`src/rtl/memory_arbiter_pkg.sv`:
```
// Shared types and constants for the two-requester memory arbiter.
// Holds the FSM state encoding, the supported requester count and a grant helper.
package memory_arbiter_pkg;

  localparam int unsigned NUM_REQ_C = 2;

  typedef enum logic [1:0] {
    IDLE    = 2'd0,
    ISSUE   = 2'd1,
    RD_WAIT = 2'd2
  } arb_state_e;

  // Turn a requester index into its one-hot grant vector.
  function automatic logic [NUM_REQ_C-1:0] idx_to_onehot(input logic idx);
    return idx ? 2'b10 : 2'b01;
  endfunction

endpackage

```
`src/rtl/memory_arbiter_rr_arbiter.sv`:
```
// Combinational round-robin winner selection between two requesters.
// The requester not granted last wins a tie; a lone requester always wins.
module rr_arbiter
  import memory_arbiter_pkg::*;
#(
  parameter int unsigned NUM_REQ = NUM_REQ_C
) (
  input  logic [NUM_REQ-1:0] valid_i,
  input  logic               last_grant_i,
  output logic [NUM_REQ-1:0] grant_o,
  output logic               grant_idx_o
);

  always_comb begin
    grant_idx_o = 1'b0;
    grant_o     = '0;
    if (valid_i[0] && valid_i[1]) begin
      grant_idx_o = ~last_grant_i;
    end else if (valid_i[1]) begin
      grant_idx_o = 1'b1;
    end
    if (|valid_i) begin
      grant_o = idx_to_onehot(grant_idx_o);
    end
  end

endmodule

```
`src/rtl/memory_arbiter.sv`:
```
// Two-requester arbiter in front of a single-port synchronous memory.
// One transaction in flight: accept in IDLE, one ISSUE cycle, RD_WAIT for reads only.
module memory_arbiter
  import memory_arbiter_pkg::*;
#(
  parameter int unsigned ADDR_WIDTH = 2,
  parameter int unsigned DATA_WIDTH = 8,
  parameter int unsigned NUM_REQ    = NUM_REQ_C
) (
  input  logic                             clk,
  input  logic                             rst,
  input  logic [NUM_REQ-1:0]               req_valid_i,
  output logic [NUM_REQ-1:0]               req_ready_o,
  input  logic [NUM_REQ-1:0]               req_rw_i,
  input  logic [NUM_REQ*ADDR_WIDTH-1:0]    req_addr_i,
  input  logic [NUM_REQ*DATA_WIDTH-1:0]    req_wdata_i,
  output logic [NUM_REQ-1:0]               rsp_valid_o,
  output logic [DATA_WIDTH-1:0]            rsp_rdata_o,
  output logic                             mem_en_o,
  output logic                             mem_rw_o,
  output logic [ADDR_WIDTH-1:0]            mem_addr_o,
  output logic [DATA_WIDTH-1:0]            mem_wdata_o,
  input  logic [DATA_WIDTH-1:0]            mem_rdata_i,
  output logic                             busy_o
);

  arb_state_e              state_q, state_d;
  logic                    owner_q, owner_d;
  logic                    last_grant_q, last_grant_d;
  logic                    mem_en_q, mem_en_d;
  logic                    mem_rw_q, mem_rw_d;
  logic [ADDR_WIDTH-1:0]   mem_addr_q, mem_addr_d;
  logic [DATA_WIDTH-1:0]   mem_wdata_q, mem_wdata_d;
  logic [NUM_REQ-1:0]      rsp_valid_q, rsp_valid_d;
  logic [DATA_WIDTH-1:0]   rsp_rdata_q, rsp_rdata_d;
  logic                    busy_q, busy_d;

  logic [NUM_REQ-1:0]      grant;
  logic                    grant_idx;
  logic                    accept;
  logic                    sel_rw;
  logic [ADDR_WIDTH-1:0]   sel_addr;
  logic [DATA_WIDTH-1:0]   sel_wdata;

  rr_arbiter #(
    .NUM_REQ (NUM_REQ)
  ) u_rr_arbiter (
    .valid_i      (req_valid_i),
    .last_grant_i (last_grant_q),
    .grant_o      (grant),
    .grant_idx_o  (grant_idx)
  );

  // Accept only from IDLE and never while reset is being applied.
  assign accept      = (state_q == IDLE) && !rst && (|req_valid_i);
  assign req_ready_o = accept ? grant : '0;

  always_comb begin
    sel_rw    = grant_idx ? req_rw_i[1] : req_rw_i[0];
    sel_addr  = grant_idx ? req_addr_i[2*ADDR_WIDTH-1:ADDR_WIDTH]
                          : req_addr_i[ADDR_WIDTH-1:0];
    sel_wdata = grant_idx ? req_wdata_i[2*DATA_WIDTH-1:DATA_WIDTH]
                          : req_wdata_i[DATA_WIDTH-1:0];
  end

  // Next-state and registered-output logic.
  always_comb begin
    state_d      = state_q;
    owner_d      = owner_q;
    last_grant_d = last_grant_q;
    mem_en_d     = 1'b0;
    mem_rw_d     = mem_rw_q;
    mem_addr_d   = mem_addr_q;
    mem_wdata_d  = mem_wdata_q;
    rsp_valid_d  = '0;
    rsp_rdata_d  = rsp_rdata_q;

    case (state_q)
      IDLE: begin
        if (accept) begin
          owner_d      = grant_idx;
          last_grant_d = grant_idx;
          mem_en_d     = 1'b1;
          mem_rw_d     = sel_rw;
          mem_addr_d   = sel_addr;
          mem_wdata_d  = sel_wdata;
          state_d      = ISSUE;
        end
      end
      ISSUE: begin
        if (mem_rw_q) begin
          rsp_valid_d[owner_q] = 1'b1;
          state_d              = IDLE;
        end else begin
          state_d = RD_WAIT;
        end
      end
      RD_WAIT: begin
        rsp_rdata_d          = mem_rdata_i;
        rsp_valid_d[owner_q] = 1'b1;
        state_d              = IDLE;
      end
      default: begin
        state_d = IDLE;
      end
    endcase

    busy_d = (state_d != IDLE);
  end

  always_ff @(posedge clk) begin
    if (rst) begin
      state_q      <= IDLE;
      owner_q      <= 1'b0;
      last_grant_q <= 1'b1;
      mem_en_q     <= 1'b0;
      mem_rw_q     <= 1'b0;
      mem_addr_q   <= '0;
      mem_wdata_q  <= '0;
      rsp_valid_q  <= '0;
      rsp_rdata_q  <= '0;
      busy_q       <= 1'b0;
    end else begin
      state_q      <= state_d;
      owner_q      <= owner_d;
      last_grant_q <= last_grant_d;
      mem_en_q     <= mem_en_d;
      mem_rw_q     <= mem_rw_d;
      mem_addr_q   <= mem_addr_d;
      mem_wdata_q  <= mem_wdata_d;
      rsp_valid_q  <= rsp_valid_d;
      rsp_rdata_q  <= rsp_rdata_d;
      busy_q       <= busy_d;
    end
  end

  assign rsp_valid_o = rsp_valid_q;
  assign rsp_rdata_o = rsp_rdata_q;
  assign mem_en_o    = mem_en_q;
  assign mem_rw_o    = mem_rw_q;
  assign mem_addr_o  = mem_addr_q;
  assign mem_wdata_o = mem_wdata_q;
  assign busy_o      = busy_q;

endmodule

```
`config.mk`:
```
export PLATFORM = sky130hd
export DESIGN_NAME = memory_arbiter
export DESIGN_NICKNAME = d
export VERILOG_FILES = /design/src/rtl/memory_arbiter_pkg.sv /design/src/rtl/memory_arbiter_rr_arbiter.sv /design/src/rtl/memory_arbiter.sv
export SDC_FILE = /design/constraint.sdc
export NUM_CORES = 1
export LEC_CHECK = 0
export CORE_AREA = 3 3 57 59
export DETAILED_ROUTE_END_ITERATION = 10
export DIE_AREA = 0 0 60 62
export PLACE_DENSITY = 0.81
export SKIP_LAST_GASP = 1
export SLEW_MARGIN = 5
export SYNTH_ARGS = -nofsm -noshare
export SYNTH_HDL_FRONTEND = slang
export SYNTH_SLANG_ARGS = --single-unit
```
`constraint.sdc`:
```
create_clock -name clk -period 3 [get_ports clk]
set_clock_uncertainty 0.1 [all_clocks]
set_input_delay 0.45 -clock clk [delete_from_list [all_inputs] [get_ports clk]]
set_output_delay 0.45 -clock clk [all_outputs]
set_load 0.01 [all_outputs]
```
==> impl_metrics.prom, run 1 <==
# TYPE chip_impl_metric gauge
chip_impl_info{name="startpoint_class",value="flop"} 1
chip_impl_metric{name="detail_route.wl_per_cell",unit="µm"} 15.90
chip_impl_metric{name="timing.final.crit_share",unit="%"} 83.28
chip_impl_metric{name="power-per-cell-area",unit="mW/mm²"} 448.7
chip_impl_metric{name="io_pins",unit=""} 59
chip_impl_metric{name="synth.net_count",unit=""} 163
chip_impl_metric{name="finalCriticalPeriod",unit="ns"} 2.498
chip_impl_metric{name="area.sequential",unit="µm²"} 540.5
chip_impl_metric{name="synth_top_area_share",unit="%"} 47.37
chip_impl_metric{name="ys_seq_area_share",unit="%"} 47.37
chip_impl_metric{name="relSlewSlack",unit="%"} 64.43
chip_impl_metric{name="routabilityCongestion",unit=""} 0.8159
chip_impl_info{name="post_synth_main_area_contributors",value="dfxtp_1 (47%), nand3_1 (9.6%), mux2i_1 (7.0%)"} 1
chip_impl_metric{name="buffer_ports.inserted",unit=""} 58
chip_impl_metric{name="syn_area_per_cell",unit="µm²"} 9.056
chip_impl_metric{name="finalNetCount",unit=""} 221
chip_impl_metric{name="grt_pass1_wl",unit="µm"} 5230
chip_impl_metric{name="chipWidth",unit="µm"} 60
chip_impl_info{name="grt_setup_unrepaired",value="false"} 1
chip_impl_metric{name="cts-buffers-inserted",unit=""} 3
chip_impl_info{name="r2r_end",value="mem_addr_o[1]"} 1
chip_impl_info{name="cts_tree",value="yes"} 1
chip_impl_metric{name="total_of_warnings_raised_by_yosys",unit=""} 0
chip_impl_metric{name="n_antenna_cell",unit=""} 0
chip_impl_info{name="status",value="finished, final reports clean"} 1
chip_impl_metric{name="floorplan.core_area",unit="mm²"} 0.002758
chip_impl_info{name="critical_path.startpoint",value="state_q[0]"} 1
chip_impl_metric{name="post_synth_fa_ha_maj_area_fraction",unit="%"} 3.289
chip_impl_info{name="critical_path_class",value="reg -> out"} 1
chip_impl_metric{name="detail_route.first_pass.iterations",unit=""} 7
chip_impl_metric{name="layout.cells.non_filler",unit=""} 214
chip_impl_metric{name="ir_worst_vdd",unit="mV"} 0.4200
chip_impl_info{name="path_cells",value="inv_1 -> ha_1 -> nor2b_2 -> and3_1 -> clkdlybuf4s50_1"} 1
chip_impl_metric{name="critical_path.max_stage_delay",unit="ns"} 0.54
chip_impl_metric{name="dieArea",unit="mm²"} 0.003720
chip_impl_metric{name="drtAntennaViolNets",unit=""} 0
chip_impl_metric{name="dp.cells",unit=""} 210
chip_impl_metric{name="viasPerCell",unit=""} 5.322
chip_impl_metric{name="first_global_vias",unit=""} 1189
chip_impl_metric{name="die_height",unit="µm"} 62
chip_impl_metric{name="crit_cells",unit=""} 5
chip_impl_info{name="critical-path-slowest-cell",value="clkdlybuf4s50_1"} 1
chip_impl_metric{name="max_cap_viol_count",unit=""} 0
chip_impl_metric{name="detailedRoute.firstIterationViolations",unit=""} 32
chip_impl_metric{name="final_layout_size_suffix_gt1_share",unit="%"} 7.104
chip_impl_metric{name="synth_seq_cells",unit=""} 27
chip_impl_metric{name="grt_start_max_net_pins",unit=""} 29
chip_impl_metric{name="timing_worst_slew_pin_value",unit="ns"} 0.5329
chip_impl_metric{name="initial_utilization",unit="%"} 41.38
chip_impl_info{name="synthDominantAreaCellType",value="dfxtp_1"} 1
chip_impl_metric{name="achievable-frequency",unit="MHz"} 400.3
chip_impl_metric{name="vias",unit=""} 1139
chip_impl_metric{name="placement_rows",unit=""} 19
chip_impl_metric{name="dp_hpwl",unit="µm"} 2550
chip_impl_metric{name="grt_remaining_overflow",unit=""} 0
chip_impl_metric{name="syn_inst",unit=""} 126
chip_impl_metric{name="cts_max_level",unit=""} 1
chip_impl_metric{name="synth_compound_gate_area_share",unit="%"} 15.57
chip_impl_metric{name="r2r_slack",unit="ns"} 1.36
chip_impl_metric{name="cts_num_sinks",unit=""} 27
chip_impl_metric{name="finalSetupViolCount",unit=""} 0
chip_impl_metric{name="layout.filler_cells",unit=""} 252
chip_impl_metric{name="critical_path.max_fanout",unit=""} 5
chip_impl_info{name="hold_path.class",value="reg -> reg"} 1
chip_impl_metric{name="yosysUniqueCellTypes",unit=""} 25
chip_impl_metric{name="worst_skew_pair.late_latency",unit="ns"} 0.32
chip_impl_metric{name="cts.reportedPaths.clkPinSlew",unit="ns"} 0.15
chip_impl_metric{name="aggregate_global_route_resource_usage",unit="%"} 18.59
chip_impl_metric{name="synthSimpleGateAreaFrac",unit="%"} 20.29
chip_impl_metric{name="p_leak",unit="µW"} 0.0006251
chip_impl_metric{name="netlist_area",unit="mm²"} 0.001141
chip_impl_metric{name="hold_slack",unit="ns"} 0.3750
chip_impl_metric{name="timing.setup.tns",unit="ns"} 0
chip_impl_metric{name="required",unit="ns"} 2.45
chip_impl_info{name="largest_delay_share_family_worst_path",value="buffers and inverters"} 1
chip_impl_metric{name="ctsResizeCount",unit=""} 0
chip_impl_info{name="synth_top_family_by_area",value="simple AND/OR/NAND/NOR gates"} 1
chip_impl_metric{name="number_of_remaining_drc_errors",unit=""} 0
chip_impl_metric{name="multi_input_area",unit="µm²"} 526.8
chip_impl_metric{name="post_cts.repair.setup_buffers",unit=""} 0
chip_impl_info{name="reg2reg_launch_point",value="state_q[0]"} 1
chip_impl_metric{name="parity_gate_share_of_the_synthesized_area_counting_xor_and_xnor_cells",unit="%"} 0
chip_impl_metric{name="cts-root-to-sink-buffers",unit=""} 2
chip_impl_metric{name="rr_worst_depth",unit=""} 5
chip_impl_info{name="endpoint_kind",value="output pin"} 1
chip_impl_info{name="endpoint",value="req_ready_o[0]"} 1
chip_impl_metric{name="path_buf_inv",unit=""} 2
chip_impl_info{name="cts_root_buffer",value="clkbuf_4"} 1
chip_impl_metric{name="flow.area_growth_from_synthesis",unit="%"} 54.71
chip_impl_metric{name="cp_data_arrival_time",unit="ns"} 1.95
chip_impl_metric{name="grt_antenna_before_repair",unit=""} 0
chip_impl_metric{name="cts_hold_buffers",unit=""} 0
chip_impl_metric{name="timing.final.hold_violations",unit=""} 0
chip_impl_metric{name="detail_route.wirelength",unit="µm"} 3403
chip_impl_metric{name="muxShareOfSynthArea",unit="%"} 7.018
chip_impl_metric{name="slew_viol_final",unit=""} 0
-- synth_stat cells (all sizes together) --
cell	n
a21boi	1
a21oi	4
a31oi	11
and3	1
and3b	1
buf	8
clkbuf	2
dfxtp	27
ha	3
inv	3
mux2i	8
nand2	1
nand2b	4
nand3	22
nor2	11
nor2b	1
nor4b	1
nor4bb	1
o211ai	1
o21ai	14
or2	1
-- registers in the layout, indices dropped and copies added (netlist names) --
| name | count |
|---|---|
| mem_en_o | 1 |
| mem_wdata_o | 8 |
| rsp_valid_o | 2 |
| busy_o | 1 |
| mem_rw_o | 1 |
| owner_q | 1 |
| state_q | 2 |
| last_grant_q | 1 |
| rsp_rdata_o | 8 |
| mem_addr_o | 2 |
-- cell type report --
cell class	instances	share of cell area (%)
clock buffers	3	1.276
clock inverters	1	0.4252
inverters	3	0.6378
multi-input cells	86	29.84
flip-flops and latches	27	30.62
well taps	31	2.197
repair buffers	63	35.01
-- cell usage in the layout, fill, tap and decap left out --
cell	n
clkdlybuf4s50_1	58
dfxtp_1	27
nand3_1	22
a31oi_1	11
nor2_1	10
mux2i_1	8
o21ai_0	7
o21ai_1	7
buf_4	5
nand2b_1	4
a21oi_1	4
inv_1	3
ha_1	3
clkbuf_4	3
nor2b_2	1
and3_1	1
a21boi_2	1
nand2_1	1
nor2_2	1
and3b_1	1
nor4bb_1	1
or2_2	1
nor4b_1	1
o211ai_1	1
clkinvlp_4	1
-- worst register-to-register path: cells and delay by family, from the launching register on --
| kind | cells | cell delay, ns |
|---|---|---|
| simple gates | 2 | 0.60 |
| flops | 1 | 0.35 |
| fa+ha+maj | 1 | 0.24 |
| compound gates | 1 | 0.17 |
| buf+inv | 1 | 0.10 |
-- worst min path at each step --
| stage | startpoint | end | slack, ns | cells after the start |
|---|---|---|---|---|
| final | owner_q | rsp_valid_o[0] | 0.38 | 1 |
| after global routing | owner_q | rsp_valid_o[0] | 0.40 | 1 |
| after CTS | owner_q | rsp_valid_o[0] | 0.37 | 1 |
| after detailed placement | owner_q | rsp_valid_o[0] | 0.35 | 1 |
| after global placement | owner_q | rsp_valid_o[0] | 0.34 | 1 |
| after floorplan | owner_q | rsp_valid_o[0] | 0.31 | 1 |
-- per-stage QoR --
stage / setup slack (ns) / power, µW / area [µm²] / util, %
6_report: 0.5017 / 792.2 / 1765 / 64.02
5_1_grt: 0.3786 / 831.9 / 1765 / 64.02
4_1_cts: 0.4834 / 798.1 / 1765 / 64.02
3_5_place_dp: 0.6089 / 638.9 / 1735 / 62.93
3_3_place_gp: 0.6532 / 630.4 / 1735 / 62.93
2_1_floorplan: 1.315 / 518.7 / 1141 / -
-- layer usage --
metal  share of wire (%)  track usage [%]  up-vias
met5                   0                0        -
met3                 6.9            3.926        4
met4                0.73            7.278        0
met1                  42            21.01      535
li1                    -                -      564
met2                  51            34.10       36
-- logic make-up (layout without fill, tap and decap cells) --
logic type      count (synthesis)  in the layout
simple gates                   44             44
fa+ha+maj                       3              3
compound gates                 31             31
buf+inv                        13             70
mux                             8              8
flops                          27             27
-- power breakdown --
group | total, µW | leakage (µW) | switching (µW) | internal, µW
Combinational | 227 | 0.000390 | 101 | 125
Clock | 160 | 0.0000139 | 109 | 51.0
Sequential | 406 | 0.000221 | 16.9 | 389
Total | 792 | 0.000625 | 227 | 565
Note: power is estimated with default switching activity, not from simulation.
==> inputs of run 2 (changes only) <==
--- a/config.mk
+++ b/config.mk
@@ -5,10 +5,10 @@
 export SDC_FILE = /design/constraint.sdc
 export NUM_CORES = 1
 export LEC_CHECK = 0
-export CORE_AREA = 3 3 57 59
+export CORE_AREA = 3 3 62 64
 export DETAILED_ROUTE_END_ITERATION = 10
-export DIE_AREA = 0 0 60 62
-export PLACE_DENSITY = 0.81
+export DIE_AREA = 0 0 65 67
+export PLACE_DENSITY = 0.72
 export SKIP_LAST_GASP = 1
 export SLEW_MARGIN = 5
 export SYNTH_ARGS = -nofsm -noshare
==> constraint.sdc (replaced) <==
create_clock -name clk -period 2.1 [get_ports clk]
set_clock_uncertainty 0.1 [all_clocks]
set_input_delay 0.315 -clock clk [delete_from_list [all_inputs] [get_ports clk]]
set_output_delay 0.315 -clock clk [all_outputs]
set_load 0.01 [all_outputs]
==> run 2 against run 1 <==
- count of clock-buffer cells in the layout unchanged
- global-route usage down 2.8 points
- first-iteration DRC count rose to 3.2 times the previous value
- total power up 43%
- non-clock buffer count up 3
==> impl_metrics.prom, run 2 (synthesis results as in run 1) <==
# TYPE chip_impl_metric gauge
chip_impl_metric{name="max_cap_viol_count",unit=""} 0
chip_impl_info{name="layout_commonest_cell",value="clkdlybuf4s50_1"} 1
chip_impl_metric{name="buffer_ports.inserted",unit=""} 58
chip_impl_metric{name="detail_route.first_pass.iterations",unit=""} 4
chip_impl_metric{name="finalSetupViolCount",unit=""} 0
chip_impl_metric{name="grt_pass1_wl",unit="µm"} 5354
chip_impl_metric{name="comb_power_share",unit="%"} 29.3
chip_impl_metric{name="cts_max_level",unit=""} 1
chip_impl_metric{name="post_dp_cell_area",unit="mm²"} 0.001777
chip_impl_info{name="most_used_cells_in_the_layout_excluding_fill_and_tap_cells",value="clkdlybuf4s50_1 (56), dfxtp_1 (27), nand3_1 (22)"} 1
chip_impl_metric{name="grt_use_met3",unit="%"} 5.228
chip_impl_metric{name="vias",unit=""} 1168
chip_impl_metric{name="cp_data_arrival_time",unit="ns"} 1.57
chip_impl_metric{name="detail_route.wirelength",unit="µm"} 3274
chip_impl_metric{name="power-per-cell-area",unit="mW/mm²"} 622.8
chip_impl_metric{name="timing.final.hold_violations",unit=""} 0
chip_impl_metric{name="cell_area_after_layout",unit="mm²"} 0.001819
chip_impl_metric{name="finalCriticalPeriod",unit="ns"} 1.983
chip_impl_metric{name="dp_hpwl",unit="µm"} 2444
chip_impl_metric{name="grt_antenna_before_repair",unit=""} 0
chip_impl_metric{name="drtAntennaViolNets",unit=""} 0
chip_impl_metric{name="p_leak",unit="µW"} 0.0006581
chip_impl_metric{name="cts.reportedPaths.clkPinSlew",unit="ns"} 0.13
chip_impl_metric{name="power.clock.fraction",unit="%"} 19.6
chip_impl_metric{name="slew_viol_final",unit=""} 0
chip_impl_metric{name="critical_path.max_stage_delay",unit="ns"} 0.36
chip_impl_metric{name="timing_worst_slew_pin_value",unit="ns"} 0.4901
chip_impl_metric{name="viasPerCell",unit=""} 5.034
chip_impl_metric{name="multi_input_area",unit="µm²"} 544.3
chip_impl_metric{name="hold_slack",unit="ns"} 0.3646
chip_impl_metric{name="worst_skew_pair.late_latency",unit="ns"} 0.32
chip_impl_metric{name="ir_worst_vdd",unit="mV"} 0.3783
chip_impl_metric{name="final_layout_size_suffix_gt1_share",unit="%"} 9.140
chip_impl_info{name="grt_most_used_layer",value="met2"} 1
chip_impl_metric{name="flow.area_growth_from_synthesis",unit="%"} 59.43
chip_impl_metric{name="timing.final.crit_share",unit="%"} 94.44
chip_impl_metric{name="dieArea",unit="mm²"} 0.004355
chip_impl_metric{name="initial_utilization",unit="%"} 34.20
chip_impl_info{name="critical_path_class",value="reg -> out"} 1
chip_impl_metric{name="floorplan.core_area",unit="mm²"} 0.003337
chip_impl_metric{name="grt_use_met2",unit="%"} 26.05
chip_impl_metric{name="internal_power",unit="µW"} 815.1
chip_impl_metric{name="die_height",unit="µm"} 67
chip_impl_metric{name="seq_power_share",unit="%"} 51.2
chip_impl_metric{name="grt_start_max_net_pins",unit=""} 29
chip_impl_info{name="largest_delay_share_family_worst_path",value="buffers and inverters"} 1
chip_impl_metric{name="routabilityCongestion",unit=""} 0.7388
chip_impl_metric{name="dp.cells",unit=""} 228
chip_impl_metric{name="critical_path.max_fanout",unit=""} 5
chip_impl_metric{name="required",unit="ns"} 1.68
chip_impl_metric{name="relSlewSlack",unit="%"} 67.33
chip_impl_metric{name="detailedRoute.firstIterationViolations",unit=""} 102
chip_impl_info{name="critical-path-slowest-cell",value="dfxtp_1"} 1
chip_impl_metric{name="n_antenna_cell",unit=""} 0
chip_impl_metric{name="io_pins",unit=""} 59
chip_impl_info{name="status",value="finished, final reports clean"} 1
chip_impl_metric{name="achievable-frequency",unit="MHz"} 504.2
chip_impl_metric{name="detail_route.wl_per_cell",unit="µm"} 14.11
chip_impl_metric{name="post_cts.repair.setup_buffers",unit=""} 0
chip_impl_metric{name="grt_remaining_overflow",unit=""} 0
chip_impl_metric{name="cts-buffers-inserted",unit=""} 3
chip_impl_info{name="hold_path.class",value="reg -> reg"} 1
chip_impl_metric{name="timing.setup.tns",unit="ns"} 0
chip_impl_metric{name="aggregate_global_route_resource_usage",unit="%"} 15.84
chip_impl_metric{name="first_global_vias",unit=""} 1082
chip_impl_metric{name="cts_num_sinks",unit=""} 27
chip_impl_info{name="cts_root_buffer",value="clkbuf_4"} 1
chip_impl_metric{name="net_switching_share_of_the_total_power",unit="%"} 28.06
chip_impl_info{name="grt_setup_unrepaired",value="false"} 1
chip_impl_metric{name="placement_rows",unit=""} 21
chip_impl_metric{name="number_of_remaining_drc_errors",unit=""} 0
chip_impl_metric{name="area.sequential",unit="µm²"} 540.5
chip_impl_metric{name="finalNetCount",unit=""} 224
chip_impl_info{name="endpoint_kind",value="output pin"} 1
chip_impl_info{name="startpoint_class",value="flop"} 1
chip_impl_info{name="path_cells",value="inv_1 -> ha_4 -> nor2b_4 -> and3_1 -> dlygate4sd2_1"} 1
chip_impl_metric{name="layout.cells.non_filler",unit=""} 232
chip_impl_metric{name="chipWidth",unit="µm"} 65
chip_impl_metric{name="layout.filler_cells",unit=""} 312
chip_impl_metric{name="cts-root-to-sink-buffers",unit=""} 2
chip_impl_metric{name="path_buf_inv",unit=""} 2
chip_impl_info{name="cts_tree",value="yes"} 1
chip_impl_metric{name="total_switching_power",unit="µW"} 317.9
chip_impl_metric{name="grt_util_met1",unit="%"} 19.57
==> run 2: worst paths after layout <==
path,to,slack [ns],startpoint,cells past startpoint
max,req_ready_o[0],0.12,state_q[0],5
max reg2reg,rsp_valid_o[1],0.51,state_q[0],4
min reg2reg,rsp_valid_o[0],0.36,owner_q,1
min,rsp_valid_o[0],0.36,owner_q,1
==> run 2: per-stage QoR <==
| step | util (%) | power, µW | setup slack [ns] |
|---|---|---|---|
| after global placement | 53.24 | 908.2 | 0.02296 |
| after floorplan | - | 740.9 | 0.5504 |
| after global routing | 54.52 | 1207 | 0.01501 |
| final | 54.52 | 1133 | 0.1168 |
| after CTS | 54.22 | 1146 | 0.06144 |
| after detailed placement | 53.24 | 916.7 | 0.01052 |
==> run 2: final cells by class <==
type | instances | area share, %
clock buffers | 3 | 1.238
clock inverters | 1 | 0.2751
inverters | 3 | 0.6190
multi-input cells | 86 | 29.92
flip-flops and latches | 27 | 29.71
well taps | 46 | 3.164
repair buffers | 66 | 35.08
==> run 2: per-layer routing <==
layer  share of wire, %  vias up
met5                  0        -
met4                1.0        0
met3                8.1        4
met2                 48       50
met1                 43      546
li1                   -      568
==> run 2: power by group through the flow <==
stage	Sequential [µW]	Clock, µW	Combinational, µW
floorplan	602	0	139
global placement	588	0	320
detailed placement	591	0	326
CTS	580	237	329
global route	586	259	362
finish	580	222	332
==> run 2: worst reg2reg max path, cell delays in order (launching register included) <==
cell and delay [ns]:
dfxtp_1 0.36, inv_1 0.14, ha_1 0.49, a21oi_1 0.11
nor4bb_1 0.30
==> run 2: repair_timing <==
action,in CTS,in global routing
setup endpoints to repair,2,2
hold buffers,0,0
resized for setup,4,1
